File: config.mk
export PLATFORM = sky130hd
export DESIGN_NAME = alu_issue
export DESIGN_NICKNAME = d
export VERILOG_FILES = /design/src/rtl/alu_issue.sv
export SDC_FILE = /design/constraint.sdc
export NUM_CORES = 1
export LEC_CHECK = 0
export BUFFER_PORTS_ARGS = -buffer_cell sky130_fd_sc_hd__buf_4
export CAP_MARGIN = 25
export CORE_AREA = 2 2 181 183
export DETAILED_ROUTE_END_ITERATION = 12
export DIE_AREA = 0 0 183 185
export PLACE_DENSITY_LB_ADDON = 0.3
export SLEW_MARGIN = 25
export SYNTH_ARGS = -nofsm -noshare
export SYNTH_HDL_FRONTEND = slang
export SYNTH_SLANG_ARGS = --single-unit
export TNS_END_PERCENT = 5
File: constraint.sdc
create_clock -name clk -period 2 [get_ports clk]
set_input_delay 0.1 -clock clk [delete_from_list [all_inputs] [get_ports clk]]
set_output_delay 0.1 -clock clk [all_outputs]
set_load 0.005 [all_outputs]
File: src/rtl/alu_issue.sv
// ALU issue stage: one-deep issue register feeding an external combinational ALU,
// with an in-order response FIFO. Optional ALU_STICKY_OVF_EN adds a sticky overflow flag.
module alu_issue #(
  parameter int unsigned RSP_DEPTH = 4
) (
  input  logic        clk,
  input  logic        rst_n,
  input  logic        req_valid,
  output logic        req_ready,
  input  logic [31:0] req_A,
  input  logic [31:0] req_B,
  input  logic [2:0]  req_op,
  input  logic [3:0]  req_tag,
  output logic [31:0] alu_A,
  output logic [31:0] alu_B,
  output logic [2:0]  alu_ALUop,
  input  logic [31:0] alu_Result,
  input  logic        alu_Overflow,
  input  logic        alu_CarryOut,
  input  logic        alu_Zero,
  output logic        rsp_valid,
  input  logic        rsp_ready,
  output logic [31:0] rsp_result,
  output logic [2:0]  rsp_flags,
  output logic [3:0]  rsp_tag
`ifdef ALU_STICKY_OVF_EN
  ,
  input  logic        ovf_clr,
  output logic        ovf_sticky
`endif
);

  localparam int unsigned PW = $clog2(RSP_DEPTH);
  localparam int unsigned CW = PW + 1;
  localparam int unsigned EW = 39;

  logic          issueValid;
  logic [31:0]   issueA;
  logic [31:0]   issueB;
  logic [2:0]    issueOp;
  logic [3:0]    issueTag;

  logic [PW-1:0] wrPtr;
  logic [PW-1:0] rdPtr;
  logic [CW-1:0] fifoCount;
  logic [EW-1:0] mem [RSP_DEPTH];
  logic [EW-1:0] head;
  logic [CW:0]   occupancy;

  logic reqFire;
  logic push;
  logic pop;

  // Issue entry reserves a FIFO slot, so the issue register always drains next edge.
  assign occupancy = {1'b0, fifoCount} + {{CW{1'b0}}, issueValid};
  assign req_ready = occupancy < (CW+1)'(RSP_DEPTH);
  assign reqFire   = req_valid && req_ready;
  assign push      = issueValid;
  assign rsp_valid = fifoCount != '0;
  assign pop       = rsp_valid && rsp_ready;

  always_comb begin
    alu_A     = '0;
    alu_B     = '0;
    alu_ALUop = '0;
    if (issueValid) begin
      alu_A     = issueA;
      alu_B     = issueB;
      alu_ALUop = issueOp;
    end
  end

  always_ff @(posedge clk or negedge rst_n) begin
    if (!rst_n) begin
      issueValid <= 1'b0;
      issueA     <= '0;
      issueB     <= '0;
      issueOp    <= '0;
      issueTag   <= '0;
    end else begin
      issueValid <= reqFire;
      if (reqFire) begin
        issueA   <= req_A;
        issueB   <= req_B;
        issueOp  <= req_op;
        issueTag <= req_tag;
      end
    end
  end

  always_ff @(posedge clk) begin
    if (push) mem[wrPtr] <= {issueTag, alu_Overflow, alu_CarryOut, alu_Zero, alu_Result};
  end

  always_ff @(posedge clk or negedge rst_n) begin
    if (!rst_n) begin
      wrPtr     <= '0;
      rdPtr     <= '0;
      fifoCount <= '0;
    end else begin
      if (push) wrPtr <= wrPtr + PW'(1);
      if (pop)  rdPtr <= rdPtr + PW'(1);
      case ({push, pop})
        2'b10:   fifoCount <= fifoCount + CW'(1);
        2'b01:   fifoCount <= fifoCount - CW'(1);
        default: fifoCount <= fifoCount;
      endcase
    end
  end

  assign head       = mem[rdPtr];
  assign rsp_result = head[31:0];
  assign rsp_flags  = head[34:32];
  assign rsp_tag    = head[38:35];

`ifdef ALU_STICKY_OVF_EN
  always_ff @(posedge clk or negedge rst_n) begin
    if (!rst_n) begin
      ovf_sticky <= 1'b0;
    end else if (push && (issueOp == 3'b010 || issueOp == 3'b110) && alu_Overflow) begin
      ovf_sticky <= 1'b1;
    end else if (ovf_clr) begin
      ovf_sticky <= 1'b0;
    end
  end
`endif

endmodule

==> results of run 1 <==
[worst paths after layout]
path / end / depth (start not counted)
setup / recovery: rsp_result[24] / 3
max in group asynchronous: issueB[27]$_DFFE_PN0P_ / 3
min in group clk: issueValid$_DFF_PN0_ / 4
hold reg to reg: issueA[22]$_DFFE_PN0P_ / 1
setup reg to reg: issueB[29]$_DFFE_PN0P_ / 4
hold / removal: issueB[23]$_DFFE_PN0P_ / 2
[layout make-up]
type                    instances  area share (%)
well taps                     408           3.675
clock inverters                20           1.874
repair buffers                345           22.56
flip-flops and latches        235           48.00
multi-input cells             202           18.68
clock buffers                  30           5.018
inverters                       7          0.1892
[logic make-up (layout without fill, tap and decap cells)]
kind of cell,Yosys count,in the layout
buffers and inverters,31,402
XOR/XNOR,6,6
multiplexers,111,111
adder cells (fa/ha/maj),6,6
flip-flops,235,235
AO/OA/AOI/OAI,3,3
AND/OR/NAND/NOR,76,76
[routing by layer]
layer / vias up / global-route usage (%) / part of all wire [%]
met2: 207 / 20.20 / 47
li1: 2460 / - / -
met3: 27 / 3.873 / 8.2
met4: 0 / 3.328 / 1.8
met5: - / 0 / 0
met1: 2571 / 14.91 / 43
[power by group]
group / internal, mW / switching, mW / total, mW
Clock: 3.18 / 2.03 / 5.22
Sequential: 6.56 / 0.670 / 7.23
Combinational: 4.15 / 2.38 / 6.53
Total: 13.9 / 5.09 / 19.0
[repair_timing]
item	CTS	global route
cloned	0	0
buffers inserted	2	0
setup endpoints to repair	98	38
gates resized for setup	36	1
hold endpoints to repair	292	0
hold buffers	113	0
[registers in the layout, indices dropped and copies added, names as in the netlist]
name        flops
issueA         32
mem           156
rdPtr           2
issueOp         3
issueValid      1
fifoCount       3
issueTag        4
wrPtr           2
issueB         32
[synthesized netlist by cell type]
cell type and number:
mux2i_1 1, mux2_4 69, nor2_1 1, fa_1 1, inv_1 7, mux4_2 39, buf_6 7, o31a_1 1
nand2_1 2, nand2_4 1, edfxtp_1 156, buf_4 3, or3_1 1, a31oi_4 1, o21ai_0 1, dfrtp_1 79
xor2_1 4, and2_1 71, mux2_2 2, ha_1 5, clkbuf_1 8, xnor2_1 2, buf_2 3, buf_1 3
[per-stage QoR]
| step | TNS [ns] | area [um2] | instances | total power, mW |
|---|---|---|---|---|
| 5_1_grt | -2.880 | 13890 | 1247 | 20.03 |
| 3_3_place_gp | 0 | 11650 | 1082 | 13.31 |
| 4_1_cts | -1.873 | 13890 | 1247 | 19.31 |
| 6_report | -0.06399 | 13890 | 1247 | 18.99 |
| 2_1_floorplan | 0 | 9437 | 468 | 10.74 |
| 3_5_place_dp | 0 | 11650 | 1082 | 13.35 |
==> impl_results.md, run 1 <==
- Area leader, netlist: edfxtp_1
- Largest net degree at the start of global routing: 66
- Final setup slack of the worst path: -0.02240 ns
- Synthesized area: 9435 um2
- Max-slew headroom: 63.95%
- Layout cell share with drive strength beyond 1: 47.56%
- Crit path max fanout: 11
- Area occupied by multi-input gates: 2595 um2
- CTS tree: done
- Site Rows: 66
- Port bufs: 217
- Multiplexer share of the synthesized area: 20.63%
- CP Class: reg -> out
- Via count of the first global-routing pass: 5,829
- Critical Path Sink Type: output port
- DP Wirelength: 12,420 um
- Final setup fails: 9
- Core ar.: 32,040 um2
- Leak: 5.719 nW
- WP data required: 1.90 ns
- Full die area: 33,860 um2
- WL per Instance: 16.47 um
- Largest stage delay, worst path: 0.55 ns
- DRT Pass-1 Iters: 4
- Adder-cell share of the synthesized area: 0.8752%
- Unrepaired setup endpoints after global routing: true
- Yosys top cell area share: 49.65%
- Starting Density: 29.45%
- Status: finished with violations
- Gr usage total: 12.02%
- GRT overflow: 0
- Fin nets: 934
- Seq/Total Area, Yosys: 70.60%
- Failing checks: setup timing
- Sequential Area: 6668 um2
- DP Worst Slack: 0.1892 ns
- Mapped Nets: 584
- Arrival @ worst endpoint: 1.92 ns
- Post-Synth XOR/XNOR Area: 0.5570%
- Ranking of synthesized cells by area: edfxtp_1 (50%), dfrtp_1 (21%), mux2_4 (11%)
- Slew @ Worst Pin: 0.5407 ns
- Mapped Cells: 468
- N_diodes: 0
- CTS Root Cell: clkbuf_16
- Clock skew: 0.02375 ns
- Final Hold Viols: 0
- Max-slew violation count: 0
- Filler instances: 2,821
- Bufs and invs on worst path: 2
- Period utilisation layout: 101.1%
- Htree depth: 1
- Initial antenna violation count: 0
- Clock transition at path regs: 0.06 ns
- Pwr dens: 1367 nW/um2
- Simple logic cell fraction of the synthesized area: 5.013%
- Die Width: 183 um
- Clk buf depth: 3
- Slowest CP cell: mux4_2
- Reg-to-reg slack, setup: 0.13 ns
- First-pass GRT wire length: 31,880 um
- Vias per std cell: 4.222
- Chip height: 185 um
- Synth Area per Inst: 20.16 um2
- Compound-Gate Fraction of Synth Area: 0.3713%
- Fmax: 494.5 MHz
- Largest family of logic cells by synthesized area: multiplexers
- Max-cap violations: 0
- Post-synthesis register bit count: 235
- HP Class: in -> async
- Unique masters post-synth: 24
- Most common cell after layout, fill and taps aside: buf_4
- DRT iter0 DRCs: 162
- Most frequent cells in the layout: buf_4 (186), edfxtp_1 (156), dlygate4sd3_1 (113)
- Worst-path cell chain: buf_12 > mux4_2 > buf_6
- VDD IR max: 0.6231 mV
- Clk_lat worst skew: 0.54 ns
- Final WL: 20,540 um
- Via count: 5,265
- Final Wtd Congestion: 0.7143
- Worst path top cell family by delay: multiplexers
- IO Count: 218
- Setup crit start kind: register
- P&R area growth vs syn: 47.21%
- Drc violations: 0
- YS warnings: 0
- Layout Utilization: 43.35%
- Clock sinks: 235
- CTS Buf Count: 27
- Final min period: 2.022 ns
- CP Launch Point: rdPtr[0]$_DFFE_PN0P_
- Critical R2R Launch: issueValid$_DFF_PN0_
- Routed Antenna Nets: 0
- Hold WS: 0.08611 ns
(Power assumes the default switching activity.)
==> run 2, diff against run 1 <==
--- a/config.mk
+++ b/config.mk
@@ -8,8 +8,10 @@
 export BUFFER_PORTS_ARGS = -buffer_cell sky130_fd_sc_hd__buf_4
 export CAP_MARGIN = 25
 export CORE_AREA = 2 2 181 183
+export CTS_BUF_LIST = sky130_fd_sc_hd__clkbuf_16
 export DETAILED_ROUTE_END_ITERATION = 12
 export DIE_AREA = 0 0 183 185
+export MAX_ROUTING_LAYER = met4
 export PLACE_DENSITY_LB_ADDON = 0.3
 export SLEW_MARGIN = 25
 export SYNTH_ARGS = -nofsm -noshare
==> run 2 against run 1 <==
The run still ends with setup timing left. Setup slack improved by 0.0011 ns. Cell count unchanged. Global-route usage is 0.36 points higher. Wire length fell by 0.17%. Sequential power about the same. Critical endpoint unchanged. Largest power group unchanged. Highest routed layer unchanged.
==> impl_results.md, run 2 (synthesis results as in run 1) <==
- Status: finished with violations (unchanged)
- Failing checks: setup timing (unchanged)
- Setup crit start kind: register (unchanged)
- Sequential Area: 6668 um2 (unchanged)
- Slew @ Worst Pin: 0.5433 ns (was 0.5407 ns)
- Final Hold Viols: 0 (unchanged)
- Drc violations: 0 (unchanged)
- Clock sinks: 235 (unchanged)
- Fin nets: 934 (unchanged)
- P&R area growth vs syn: 47.13% (was 47.21%)
- Critical Path Sink Type: output port (unchanged)
- Reg2reg end: issueB[29]$_DFFE_PN0P_ (unchanged)
- IO Count: 218 (unchanged)
- Final Wtd Congestion: 0.7232 (was 0.7143)
- Hold WS: 0.08984 ns (was 0.08611 ns)
- Clk_lat worst skew: 0.54 ns (about the same)
- Pwr dens: 1364 nW/um2 (was 1367 nW/um2)
- Final setup slack of the worst path: -0.02133 ns (was -0.02240 ns)
- CTS Root Cell: clkbuf_16 (unchanged)
- Max-slew violation count: 0 (unchanged)
- CP Class: reg -> out (unchanged)
- DP Wirelength: 12,420 um (unchanged)
- Max-slew headroom: 63.78% (was 63.95%)
- Area occupied by multi-input gates: 2595 um2 (unchanged)
- Fmax: 494.7 MHz (was 494.5 MHz)
- Crit path max fanout: 11 (unchanged)
- Placed standard-cell area: 11,650 um2 (unchanged)
- Largest net degree at the start of global routing: 66 (unchanged)
- Via count: 5,264 (was 5,265)
- Chip height: 185 um (unchanged)
- Final Cell Area: 13,880 um2 (was 13,890 um2)
- Via count of the first global-routing pass: 5,836 (was 5,829)
- Most common cell after layout, fill and taps aside: buf_4 (unchanged)
- Initial antenna violation count: 0 (unchanged)
- Filler instances: 2,824 (was 2,821)
- Final setup fails: 7 (was 9)
- Starting Density: 29.45% (unchanged)
- Largest Register: mem (unchanged)
- Die Width: 183 um (unchanged)
- CTS tree: done (unchanged)
- Total power: 18.94 mW (was 18.99 mW)
- Core ar.: 32,040 um2 (unchanged)
- WP data required: 1.90 ns (about the same)
- Biggest regs: mem (156), issueA (32), issueB (32) (unchanged)
- CTS Buf Count: 27 (unchanged)
- N_diodes: 0 (unchanged)
- WL per Instance: 16.45 um (was 16.47 um)
- DRT Pass-1 Iters: 4 (unchanged)
- First-pass GRT wire length: 31,840 um (was 31,880 um)
- Final min period: 2.021 ns (was 2.022 ns)
- GRT overflow: 0 (unchanged)
- DRT iter0 DRCs: 169 (was 162)
- Layout cell share with drive strength beyond 1: 47.44% (was 47.56%)
- Clock skew: 0.02387 ns (was 0.02375 ns)
- Max-cap violations: 0 (unchanged)
- Period utilisation layout: 101.1% (about the same)
- Gr usage total: 12.38% (was 12.02%)
- Vias per std cell: 4.221 (was 4.222)
- Htree depth: 1 (unchanged)
- Routed Antenna Nets: 0 (unchanged)
- HP Class: in -> async (unchanged)
- Unrepaired setup endpoints after global routing: true (unchanged)
- Reg-to-reg slack, setup: 0.13 ns (about the same)
- Clk buf depth: 3 (unchanged)
- Clock transition at path regs: 0.06 ns (about the same)
- Leak: 5.722 nW (was 5.719 nW)
- Site Rows: 66 (unchanged)
- R2R depth: 4 (unchanged)
- Port bufs: 217 (unchanged)
- Critical R2R Launch: issueValid$_DFF_PN0_ (unchanged)
- Most frequent cells in the layout: buf_4 (186), edfxtp_1 (156), dlygate4sd3_1 (113) (unchanged)
- VDD IR max: 0.6244 mV (was 0.6231 mV)
- Number of flip-flops under the largest register name: 156 (unchanged)
- Final WL: 20,510 um (was 20,540 um)
- Full die area: 33,860 um2 (unchanged)
- Arrival @ worst endpoint: 1.92 ns (about the same)
run 2: layout make-up:
type,count,share of cell area [%]
tap,408,3.677
timing repair buffer,345,22.59
inverter,7,0.1893
sequential,235,48.03
clock buffer,27,4.867
clock inverter,23,1.956
multi-input combinational,202,18.69
run 2: what timing repair did:
action	4_1_cts	5_1_grt
hold endpoints to repair	292	0
resized for setup	36	2
setup buffers	2	0
hold buffers	113	0
setup endpoints to repair	98	39
run 2: how the worst max path moves through the flow:
stage                             start                       end  cells after the start
6_report           rdPtr[0]$_DFFE_PN0P_            rsp_result[24]                      3
5_1_grt            rdPtr[0]$_DFFE_PN0P_            rsp_result[24]                      3
4_1_cts            rdPtr[0]$_DFFE_PN0P_            rsp_result[12]                      3
3_5_place_dp   fifoCount[0]$_DFFE_PN0P_  fifoCount[2]$_DFFE_PN0P_                      7
3_3_place_gp   fifoCount[0]$_DFFE_PN0P_  fifoCount[2]$_DFFE_PN0P_                      7
2_1_floorplan      issueValid$_DFF_PN0_       mem[0][0]$_DFFE_PP_                      2
run 2: through the flow:
stage | setup slack (ns) | utilization [%] | setup TNS, ns | std cells
global placement | 0.2456 | 36.36 | 0 | 1082
CTS | -0.08499 | 43.31 | -1.873 | 1247
finish | -0.02133 | 43.33 | -0.05236 | 1247
global route | -0.09905 | 43.33 | -2.880 | 1247
detailed placement | 0.1892 | 36.36 | 0 | 1082
floorplan | 0.008734 | - | 0 | 468
run 2: per-layer routing:
| layer | vias to the layer above | global-route usage [%] | share of wire [%] |
|---|---|---|---|
| met5 | - | - | 0 |
| met1 | 2564 | 15.36 | 44 |
| met2 | 205 | 20.11 | 47 |
| met4 | 0 | 3.328 | 1.8 |
| li1 | 2461 | - | - |
| met3 | 34 | 3.323 | 7.2 |
run 2: where the power goes:
part	switching (mW)	internal, mW
Clock	2.03	3.14
Combinational	2.38	4.15
Sequential	0.669	6.56
run 2: worst max-delay path, cell delays in order (launching register included):
cell and delay, ns:
dfrtp_4 0.51, buf_12 0.18, mux4_2 0.55, buf_6 0.14
==> run 3, diff against run 2 <==
--- a/config.mk
+++ b/config.mk
@@ -7,6 +7,8 @@
 export LEC_CHECK = 0
 export BUFFER_PORTS_ARGS = -buffer_cell sky130_fd_sc_hd__buf_4
 export CAP_MARGIN = 25
+export CELL_PAD_IN_SITES_DETAIL_PLACEMENT = 1
+export CELL_PAD_IN_SITES_GLOBAL_PLACEMENT = 1
 export CORE_AREA = 2 2 181 183
 export CTS_BUF_LIST = sky130_fd_sc_hd__clkbuf_16
 export DETAILED_ROUTE_END_ITERATION = 12
==> constraint.sdc (replaced) <==
create_clock -name clk -period 2.14 [get_ports clk]
set_input_delay 0.107 -clock clk [delete_from_list [all_inputs] [get_ports clk]]
set_output_delay 0.107 -clock clk [all_outputs]
set_load 0.005 [all_outputs]
==> run 3 against run 2 <==
The run now ends clean. Hold slack better by 0.025 ns. Combinational power is 11% lower. Sequential share of layout area is 1.1 points higher. Flip-flop and latch count stayed put. Via count up 3.1%. Cell count fell by 0.24%. Power decreased by 11%. Non-clock buffer count decreased by 3. Die area unchanged. Critical endpoint is now rsp_result[17]. Largest cell class unchanged.
==> impl_results.md, run 3 (synthesis results as in run 1) <==
- Status: finished, final reports clean (was finished with violations)
- CTS Buf Count: 27 (unchanged)
- Critical R2R Launch: fifoCount[0]$_DFFE_PN0P_ (was issueValid$_DFF_PN0_)
- Largest stage delay, worst path: 0.53 ns (was 0.55 ns)
- Reg-to-reg slack, setup: 0.17 ns (was 0.13 ns)
- Drc violations: 0 (unchanged)
- IO Count: 218 (unchanged)
- Period utilisation layout: 95.68%
- Vias per std cell: 4.361 (was 4.221)
- Met3 Use GR: 3.598% (was 3.323%)
- Fin nets: 931 (was 934)
- Chip height: 185 um (unchanged)
- DP Wirelength: 14,880 um (was 12,420 um)
- Postcts setup bufs: 0 (was 2)
- Number of flip-flops under the largest register name: 156 (unchanged)
- Starting Density: 29.45% (unchanged)
- Max-slew violation count: 0 (unchanged)
- Layer with the highest usage: met2 (unchanged)
- R2R depth: 7 (was 4)
- CTS Root Cell: clkbuf_16 (unchanged)
- Leak: 5.640 nW (was 5.722 nW)
- Met1 Resource Use GR: 17.09% (was 15.36%)
- DRT iter0 DRCs: 216 (was 169)
- Site Rows: 66 (unchanged)
- WP data required: 2.03 ns (was 1.90 ns)
- Via count of the first global-routing pass: 6,329 (was 5,836)
- CTS tree: done (unchanged)
- Placed insts: 1,085 (was 1,082)
- Final min period: 2.047 ns
- Final Wtd Congestion: 0.7734 (was 0.7232)
- Biggest regs: mem (156), issueA (32), issueB (32) (unchanged)
- Final Hold Viols: 0 (unchanged)
- Clk buf depth: 3 (unchanged)
- Die Width: 183 um (unchanged)
- Port bufs: 217 (unchanged)
- Final setup fails: 0 (was 7)
- Most frequent cells in the layout: buf_4 (223), edfxtp_1 (156), dlygate4sd3_1 (108) (was buf_4 (186), edfxtp_1 (156), dlygate4sd3_1 (113))
- Hold WS: 0.1150 ns (was 0.08984 ns)
- Initial antenna violation count: 0 (unchanged)
- Non-Filler Instances: 1,244 (was 1,247)
- DRT Pass-1 Iters: 4 (unchanged)
- Htree depth: 1 (unchanged)
- Max-slew headroom: 61.51% (was 63.78%)
- Fmax: 488.4 MHz
- Via count: 5,425 (was 5,264)
- Sequential Area: 6665 um2 (was 6668 um2)
- Slew @ Worst Pin: 0.5773 ns (was 0.5433 ns)
- M2 GR Usage: 24.83% (was 20.11%)
- Most common cell after layout, fill and taps aside: buf_4 (unchanged)
- Final WL: 23,190 um (was 20,510 um)
- CP Class: reg -> out (unchanged)
- Area occupied by multi-input gates: 2595 um2 (unchanged)
- N_diodes: 0 (unchanged)
- First-pass GRT wire length: 36,470 um (was 31,840 um)
- Max-cap violations: 0 (unchanged)
- Arrival @ worst endpoint: 1.94 ns (was 1.92 ns)
- Slowest CP cell: mux4_2 (unchanged)
- Unrepaired setup endpoints after global routing: false (was true)
- GRT overflow: 0 (unchanged)
- Filler instances: 3,146 (was 2,824)
- Crit path max fanout: 16 (was 11)
- Largest net degree at the start of global routing: 57 (was 66)
- Layout cell share with drive strength beyond 1: 46.17% (was 47.44%)
- Largest Register: mem (unchanged)
- VDD IR max: 0.5479 mV (was 0.6244 mV)
- Setup crit start kind: register (unchanged)
- Pwr dens: 1240 nW/um2 (was 1364 nW/um2)
- Reg2reg end: fifoCount[2]$_DFFE_PN0P_ (was issueB[29]$_DFFE_PN0P_)
- Worst-path cell chain: clkbuf_16 > mux4_2 > buf_4 (was buf_12 > mux4_2 > buf_6)
- Clock sinks: 235 (unchanged)
- Core ar.: 32,040 um2 (unchanged)
- Final TNS setup: 0 ns (was -0.05236 ns)
- Clock transition at path regs: 0.06 ns (about the same)
- Clk_lat worst skew: 0.53 ns (was 0.54 ns)
- WL per Instance: 18.64 um (was 16.45 um)
- P&R area growth vs syn: 43.85% (was 47.13%)
- HP Class: in -> async (unchanged)
- Routed Antenna Nets: 0 (unchanged)
- Clock skew: 0.01583 ns (was 0.02387 ns)
- Gr usage total: 14.35% (was 12.38%)
- Critical Path Sink Type: output port (unchanged)
- Full die area: 33,860 um2 (unchanged)
-- run 3: cell count changes in the layout (fill, tap and decap cells not counted), moves of 3 or more --
cell | previous run | this run
buf_4 | 186 | 223
buf_6 | 35 | 1
clkinv_1 | 1 | 8
inv_1 | 9 | 16
clkinvlp_4 | 5 | 0
dlygate4sd3_1 | 113 | 108
bufinv_16 | 5 | 1
buf_12 | 10 | 7
clkinv_2 | 6 | 3
-- run 3: worst max-delay path, delay by kind of cell (launching register included) --
kind | cells | cell delay (ns)
multiplexers | 1 | 0.53
buffers and inverters | 2 | 0.40
flip-flops | 1 | 0.47
-- run 3: report_power, final --
part / total (mW) / internal, mW / leakage [nW] / switching [mW]
Clock: 4.19 / 2.40 / 0.428 / 1.79
Combinational: 5.85 / 3.58 / 2.87 / 2.26
Sequential: 6.80 / 6.13 / 2.34 / 0.670
-- run 3: cell type report --
class	count	area share, %
flip-flops and latches	235	49.11
clock inverters	23	0.9310
multi-input cells	202	19.12
well taps	408	3.761
clock buffers	27	4.978
repair buffers	342	21.91
inverters	7	0.1936
-- run 3: how the worst max path moves through the flow --
stage,startpoint,endpoint,slack (ns),cells past startpoint
2_1_floorplan,issueValid$_DFF_PN0_,mem[3][0]$_DFFE_PP_,0.07,2
3_3_place_gp,fifoCount[0]$_DFFE_PN0P_,fifoCount[2]$_DFFE_PN0P_,0.36,7
3_5_place_dp,fifoCount[0]$_DFFE_PN0P_,fifoCount[2]$_DFFE_PN0P_,0.18,7
4_1_cts,rdPtr[0]$_DFFE_PN0P_,rsp_flags[0],0.02,3
5_1_grt,rdPtr[0]$_DFFE_PN0P_,rsp_result[1],0.01,3
6_report,rdPtr[0]$_DFFE_PN0P_,rsp_result[17],0.09,3
-- run 3: per-layer routing --
metal	routed length, um	vias up
met4	374	0
met2	11320	195
li1	-	2457
met5	0	-
met3	1480	27
met1	10010	2746
-- run 3: repair_timing --
item                       in CTS  in global routing
cloned                          0                  1
hold buffers                  108                  0
gates resized for setup         1                  4
setup endpoints to repair      56                  7
hold endpoints to repair      252                  0
-- run 3: stage by stage --
step	util [%]	setup slack, ns	power [mW]	cell area, um2
4_1_cts	42.24	0.01897	17.08	13530
6_report	42.36	0.09255	16.83	13570
3_5_place_dp	36.35	0.1799	12.59	11650
3_3_place_gp	36.35	0.3649	12.38	11650
2_1_floorplan	-	0.07492	10.04	9435
5_1_grt	42.36	0.009781	17.81	13570
